$ cat src/rtl/dmem_arb_pkg.sv
// Shared types and constants for the data-memory port arbiter.
package dmem_arb_pkg;

    typedef enum logic [1:0] {
        IDLE  = 2'd0,
        ISSUE = 2'd1,
        WAIT  = 2'd2,
        RESP  = 2'd3
    } dmem_arb_state_t;

    localparam logic PORT_CORE = 1'b0;
    localparam logic PORT_AUX  = 1'b1;

    function automatic logic [1:0] port_onehot(input logic idx);
        port_onehot = (idx == PORT_AUX) ? 2'b10 : 2'b01;
    endfunction

endpackage

$ cat src/rtl/arb_picker.sv
// Combinational two-way picker. DMEM_ARB_ROUND_ROBIN_EN selects round-robin
// tie-breaking; otherwise port 0 (core) always wins ties.
module arb_picker
    import dmem_arb_pkg::*;
(
    input  logic [1:0] req,
    input  logic       last_owner,
    output logic [1:0] gnt
);

    logic unused_last_s;
    assign unused_last_s = last_owner;

    // Pick one requester; ties resolved by the selected policy
    always_comb begin
        gnt = 2'b00;
        case (req)
            2'b01:   gnt = 2'b01;
            2'b10:   gnt = 2'b10;
            2'b11: begin
`ifdef DMEM_ARB_ROUND_ROBIN_EN
                if (last_owner == PORT_CORE) begin
                    gnt = port_onehot(PORT_AUX);
                end else begin
                    gnt = port_onehot(PORT_CORE);
                end
`else
                gnt = port_onehot(PORT_CORE);
`endif
            end
            default: gnt = 2'b00;
        endcase
    end

endmodule

$ cat src/rtl/dmem_arbiter.sv
// Two-requester arbiter/sequencer for the single data-memory port.
// Optional round-robin tie-break enabled by DMEM_ARB_ROUND_ROBIN_EN.
module dmem_arbiter
    import dmem_arb_pkg::*;
#(
    parameter int ADDR_W       = 32,
    parameter int DATA_W       = 32,
    parameter int READ_LATENCY = 1
) (
    input  logic                   clk,
    input  logic                   reset,
    input  logic [1:0]             req,
    input  logic [1:0]             we,
    input  logic [1:0][ADDR_W-1:0] addr,
    input  logic [1:0][DATA_W-1:0] wdata,
    input  logic [1:0][2:0]        funct3,
    output logic [1:0]             gnt,
    output logic [1:0]             done,
    output logic [DATA_W-1:0]      rdata,
    output logic                   busy,
    output logic                   mem_wren,
    output logic [ADDR_W-1:0]      mem_address,
    output logic [DATA_W-1:0]      mem_data_in,
    output logic [2:0]             mem_funct3,
    input  logic [DATA_W-1:0]      mem_data_out
);

    localparam int CNT_W = $clog2(READ_LATENCY + 1);

    dmem_arb_state_t state_r, next_state_s;
    logic [CNT_W-1:0] cnt_r;
    logic             owner_r;
    logic             we_r;
    logic [1:0]       pick_s;
    logic             win_s;
    logic             last_s;
    logic             accept_s;

`ifdef DMEM_ARB_ROUND_ROBIN_EN
    logic rr_last_r;

    // Remember the most recent winner; reset value lets port 0 win first
    always_ff @(posedge clk or negedge reset) begin
        if (!reset) begin
            rr_last_r <= PORT_AUX;
        end else if (accept_s) begin
            rr_last_r <= win_s;
        end else begin
            rr_last_r <= rr_last_r;
        end
    end
    assign last_s = rr_last_r;
`else
    assign last_s = PORT_CORE;
`endif

    arb_picker u_picker (
        .req        (req),
        .last_owner (last_s),
        .gnt        (pick_s)
    );

    assign win_s    = pick_s[1];
    assign accept_s = (state_r == IDLE) && (|req);

    // State register
    always_ff @(posedge clk or negedge reset) begin
        if (!reset) begin
            state_r <= IDLE;
        end else begin
            state_r <= next_state_s;
        end
    end

    // Next-state decode; grant is only issued from IDLE
    always_comb begin
        next_state_s = state_r;
        gnt          = 2'b00;
        case (state_r)
            IDLE: begin
                if (|req) begin
                    gnt          = pick_s;
                    next_state_s = ISSUE;
                end else begin
                    gnt          = 2'b00;
                    next_state_s = IDLE;
                end
            end
            ISSUE: begin
                if (we_r) begin
                    next_state_s = RESP;
                end else begin
                    next_state_s = WAIT;
                end
            end
            WAIT: begin
                if (cnt_r == CNT_W'(1)) begin
                    next_state_s = RESP;
                end else begin
                    next_state_s = WAIT;
                end
            end
            RESP:    next_state_s = IDLE;
            default: next_state_s = IDLE;
        endcase
    end

    // Latch the winner's request and drive the memory port from it
    always_ff @(posedge clk or negedge reset) begin
        if (!reset) begin
            owner_r     <= PORT_CORE;
            we_r        <= 1'b0;
            mem_wren    <= 1'b0;
            mem_address <= {ADDR_W{1'b0}};
            mem_data_in <= {DATA_W{1'b0}};
            mem_funct3  <= 3'b000;
        end else begin
            mem_wren <= accept_s & we[win_s];
            if (accept_s) begin
                owner_r     <= win_s;
                we_r        <= we[win_s];
                mem_address <= addr[win_s];
                mem_data_in <= wdata[win_s];
                mem_funct3  <= funct3[win_s];
            end
        end
    end

    // Read-latency counter, load data capture and status outputs
    always_ff @(posedge clk or negedge reset) begin
        if (!reset) begin
            cnt_r <= {CNT_W{1'b0}};
            rdata <= {DATA_W{1'b0}};
            done  <= 2'b00;
            busy  <= 1'b0;
        end else begin
            busy <= (next_state_s != IDLE);
            done <= (next_state_s == RESP) ? port_onehot(owner_r) : 2'b00;
            if (state_r == ISSUE) begin
                cnt_r <= CNT_W'(READ_LATENCY);
            end else if (state_r == WAIT) begin
                cnt_r <= cnt_r - CNT_W'(1);
            end else begin
                cnt_r <= cnt_r;
            end
            if ((state_r == WAIT) && (cnt_r == CNT_W'(1))) begin
                rdata <= mem_data_out;
            end
        end
    end

endmodule

$ cat config.mk
export PLATFORM = sky130hd
export DESIGN_NAME = dmem_arbiter
export DESIGN_NICKNAME = d
export VERILOG_FILES = /design/src/rtl/dmem_arb_pkg.sv /design/src/rtl/arb_picker.sv /design/src/rtl/dmem_arbiter.sv
export SDC_FILE = /design/constraint.sdc
export NUM_CORES = 1
export LEC_CHECK = 0
export BUFFER_PORTS_ARGS = -buffer_cell sky130_fd_sc_hd__buf_4
export CELL_PAD_IN_SITES_DETAIL_PLACEMENT = 1
export CELL_PAD_IN_SITES_GLOBAL_PLACEMENT = 1
export CORE_ASPECT_RATIO = 0.6
export CORE_MARGIN = 2
export CORE_UTILIZATION = 39
export DETAILED_ROUTE_END_ITERATION = 10
export GPL_TIMING_DRIVEN = 0
export PLACE_DENSITY_LB_ADDON = 0.1
export SETUP_SLACK_MARGIN = 0.4
export SLEW_MARGIN = 20
export SYNTH_ARGS = -nofsm -noshare
export SYNTH_HDL_FRONTEND = slang
export SYNTH_HIERARCHICAL = 1
export SYNTH_SLANG_ARGS = --single-unit
$ cat constraint.sdc
create_clock -name clk -period 3 [get_ports clk]
set_clock_uncertainty 0.2 [all_clocks]
set_input_delay 0.6 -clock clk [delete_from_list [all_inputs] [get_ports clk]]
set_output_delay 0.6 -clock clk [all_outputs]
set_load 0.02 [all_outputs]
## Yosys cells after proc, flatten, opt, wreduce, memory -nomap -nowiden

Cells that the tools add are included.

| storage, ports and cells | value |
|---|---|
| output and inout port bits | 105 |
| input port bits | 172 |
| logic and storage cells | 47 |
| register bits after elaboration | 108 |

| operators by class | value |
|---|---|
| reductions and logical operators | 7 |
| $add $sub $neg | 1 |
| equality and inequality tests | 7 |
| order comparisons | 1 |
| bitwise operators | 1 |
| muxes and demuxes | 19 |

Operator list:

| cell | number |
|---|---|
| $mux 32 | 4 |
| $eq 2x2->1 const B | 5 |
| $mux 2 | 4 |
| $pmux 2 s4 | 1 |
| $mux 1 | 7 |
| $mux 3 | 2 |
| $eq 2x1->1 const B | 2 |
| $pmux 2 s2 | 1 |
| $reduce_bool 2->1 | 2 |
| $reduce_or 2->1 | 2 |
| $logic_and 1x1->1 | 2 |
| $logic_not 2->1 | 1 |
| $lt 1x2->1 const B | 1 |
| $and 1x1->1 | 1 |
| $sub 1x1->1 const B | 1 |

## Logic depth before layout (Yosys ltp)

| depth | value |
|---|---|
| depth in word-level cells | 6 |
| mapped depth | 6 |

## Cells and area by module

The synthesis kept the hierarchy.

By module, submodules not included:

| module | cells an instance | area each (um^2) | times used | sequential area each (um^2) |
|---|---|---|---|---|
| dmem_arbiter | 319 | 5451.5 | 1 | 2702.6 |
| arb_picker | 2 | 10.0 | 1 | 0.0 |

## Worst setup path before layout

Ideal clock, no wire load.

| timing | value |
|---|---|
| path type | in2out |
| start point | input req[1] |
| end point | output gnt[0] |
| setup slack | 884 ps |
| data required time | 2200 ps |
| cell stages on the path | 4 |
| arrival time | 1316 ps |
| path buffers | 2 |
| cell sequence | o21a_1 buf_4 buf_2 and2_1 |

| between the ends | value |
|---|---|
| cells in the longest elaborated chain, start to end | 5 |
| elaborated cells between the ends (all ways) | 8 |
| those cells by class | 3 x eq/ne; 3 x mux; 2 x reduce/logical |

Ends and longest elaborated chain:

| what | line | source |
|---|---|---|
| start, declared | dmem_arbiter.sv:12 | `input logic [1:0] req,` |
| $eq 2x1->1 or $eq 2x2->1 (tied branches) | arb_picker.sv:17 | `case (req)` |
| $reduce_or 2->1 (no source line) | -- |  |
| $pmux 2 s2 | arb_picker.sv:17 |  |
| $mux 2 * | dmem_arbiter.sv:81 | `if (\|req) begin` |
| $mux 2 * | dmem_arbiter.sv:79 | `case (state_r)` |
| end, declared | dmem_arbiter.sv:17 | `output logic [1:0] gnt,` |

Every way passes the cells marked *; elsewhere a longest branch is shown, timed or not.

## Worst setup path in the final report

| timing | value |
|---|---|
| start point | register state_r[0] |
| end point | output gnt[0] |

| between the ends | value |
|---|---|
| cells in the longest elaborated chain, start to end | 2 |

Ends and longest elaborated chain:

| what | line | source |
|---|---|---|
| start, declared | dmem_arbiter.sv:30 | `dmem_arb_state_t state_r, next_state_s;` |
| start signal, assigned | dmem_arbiter.sv:71 | `state_r <= next_state_s;` |
| $logic_not 2->1 | dmem_arbiter.sv:79 |  |
| $mux 2 | dmem_arbiter.sv:79 |  |

Every way passes these cells.

==> impl_metrics.toml <==
[flow_run]
max-cap-violations = 0

[critical_path]
endpoint_kind = "output pin"
crit_arrival_ps = 1620
cp_max_fo = 10
ws_path_type = "reg2out"
crit_required_ps = 2200
r2r_slack_ps = 1090
worst_setup_path_start_kind = "flop"

[floorplanning]
die_w_um = 156.7
floorplan.rows = 33
design.core.area_mm2 = 0.01367
floorplan.initialDensity_pct = 39.93
die_h_um = 95.63
design.die.area_mm2 = 0.01499
ios = 277

[clock_network]
clockBufferDepth = 2
clockRootBuffer = "sky130_fd_sc_hd__clkbuf_16"
clock_insertion_delay_worst_skew_ps = 330
tritoncts_clock_tree = "done"
cts.clk_slew.worst_paths_ps = 70
htreeDepth = 3
numClockSinks = 108
cts-buffers-inserted = 9

[global_route]
grt.total_usage_pct = 19.10
number_of_antenna_violations_at_the_first_check_in_global_routing = 0
grt_pass1_vias = 4057
largest_net_degree_at_the_start_of_global_routing = 109
grt_pass1_wl_um = 21750
globalRoute.totalOverflow = 0

[pwr]
power.switching_fraction_pct = 36.43
p_seq_share_pct = 32.3
pwr-share-clk_pct = 14.0
max-vdd-ir-drop_uv = 370.3
power_density_mw_per_mm2 = 1013
design_power_total_uw = 8194
intPower_uw = 5209
switching_power_uw = 2985
p_leak_uw = 0.004069
proportion_of_power_drawn_by_combinational_gates_pct = 53.7

[logic_synthesis]
synth.net_count = 496
synth.cell_area_mm2 = 0.005458
synthesis.area_per_instance_um2 = 17.06
syn_inst = 320
synth-warning-count = 6

[placement]
routability_cong = 0.7762
hpwlAfterDp_um = 11590
place.detailed.instances = 788
dp_worst_setup_slack_ps = 574.2
port-buffer-count = 276

[cells_and_area]
fillers = 1369
final_core_utilization_pct = 59.17
antennaDiodeCount = 0
area_growth_pct = 48.17
layout-drive-gt1-share_pct = 78.18
seq_area_mm2 = 0.002703
multi_input_area_mm2 = 0.002527
final_nets = 785
post_layout_nonfiller_instances = 806

[min_path]
hp-class = "in2async"

[status]
outcome = "finished, final reports clean"

[sta]
setup_ws_ps = 580.2
rsz0062_at_grt = "no"
layout_min_cycle_time_ps = 2420
finalMaxSlewViolations = 0
post-route-period-util_pct = 80.66
timing_hold_violations_final = 0
final-setup-viol-count = 0
tightest_slew_ps = 1015
timing.fmax_mhz = 413.3
fin_setup_tns_ps = 0
timing.slew.headroom_pct = 32.35

[detailed_routing]
vias_after_detailed_routing = 3707
drcViolationCount = 0
vias_per_cell = 4.599
drtPass1Iterations = 4
route.detailed.wl_per_inst_um = 18.14
finalWirelength_um = 14620
route.antenna.remaining_nets = 0
detail_route.iter0.violations = 106
==> metrics by stage <==
step                      area (µm²)  hold slack, ps
final                           8087           174.9
after global routing            8087           245.3
after CTS                       8068           243.3
after detailed placement        7774           257.5
after global placement          7770           263.0
after floorplan                 5458           104.4
==> state kept, by name, indices dropped and copies added, names as in the netlist <==
signal       count
busy             1
cnt_r            1
done             2
mem_address     32
mem_data_in     32
mem_funct3       3
mem_wren         1
owner_r          1
rdata           32
state_r          2
we_r             1
==> power by group through the flow <==
stage / sequential (µW) / clock [µW] / combinational, µW
2_1_floorplan: 3470 / 0 / 1800
3_3_place_gp: 2610 / 0 / 4320
3_5_place_dp: 2670 / 0 / 4430
4_1_cts: 2650 / 1190 / 4450
5_1_grt: 2750 / 1240 / 4660
6_report: 2650 / 1150 / 4400
==> layout make-up <==
type                    count  area share [%]
plain buffers              20           2.801
clock buffers              12           3.172
clock inverters             4          0.3868
inverters                   3          0.1393
multi-input cells         189           31.25
flip-flops and latches    108           33.42
well taps                 192           2.971
repair buffers            278           25.85
==> placed cells by master, fill, tap and decap left out, types with 3 or more instances in the layout <==
cell type                   instances
sky130_fd_sc_hd__buf_12             4
sky130_fd_sc_hd__buf_2              3
sky130_fd_sc_hd__buf_4            282
sky130_fd_sc_hd__buf_6              5
sky130_fd_sc_hd__buf_8              3
sky130_fd_sc_hd__clkbuf_16          9
sky130_fd_sc_hd__dfrtp_1          108
sky130_fd_sc_hd__ha_1               4
sky130_fd_sc_hd__mux2_2            39
sky130_fd_sc_hd__mux2_4           128
sky130_fd_sc_hd__nor2b_1            3
==> final timing paths <==
path | endpoint | cells past startpoint | from
setup / recovery | gnt[0] | 7 | state_r[0]$_DFF_PN0_
hold / removal | mem_address[8]$_DFFE_PN0P_ | 1 | reset
setup reg to reg | mem_data_in[26]$_DFFE_PN0P_ | 7 | state_r[1]$_DFF_PN0_
hold reg to reg | done[0]$_DFF_PN0_ | 1 | owner_r$_DFFE_PN0P_
max in group asynchronous | rdata[0]$_DFFE_PN0P_ | 1 | reset
min in group clk | done[0]$_DFF_PN0_ | 1 | owner_r$_DFFE_PN0P_
==> routing by layer <==
metal,track usage [%],wire length (µm),share of wire (%),up-vias
met5,0,0,0,-
met4,3.823,111,0.76,0
met3,6.273,1139,7.8,8
met2,34.80,7572,52,143
met1,22.23,5795,40,1846
li1,-,-,-,1710
==> timing repair <==
item | 4_1_cts | 5_1_grt
cloned | 0 | 0
resized for setup | 2 | 2
endpoints found under the setup margin | 2 | 2
hold buffers | 0 | 0
setup buffers | 0 | 2
==> worst max-delay path, cell delays in order, from the launching register on <==
cell	delay (ps)
sky130_fd_sc_hd__dfrtp_1	370
sky130_fd_sc_hd__inv_2	60
sky130_fd_sc_hd__ha_1	190
sky130_fd_sc_hd__o21a_1	110
sky130_fd_sc_hd__buf_6	120
sky130_fd_sc_hd__buf_6	130
sky130_fd_sc_hd__and2_1	160
sky130_fd_sc_hd__buf_4	160
No activity file was read; power rests on OpenSTA's default activity.
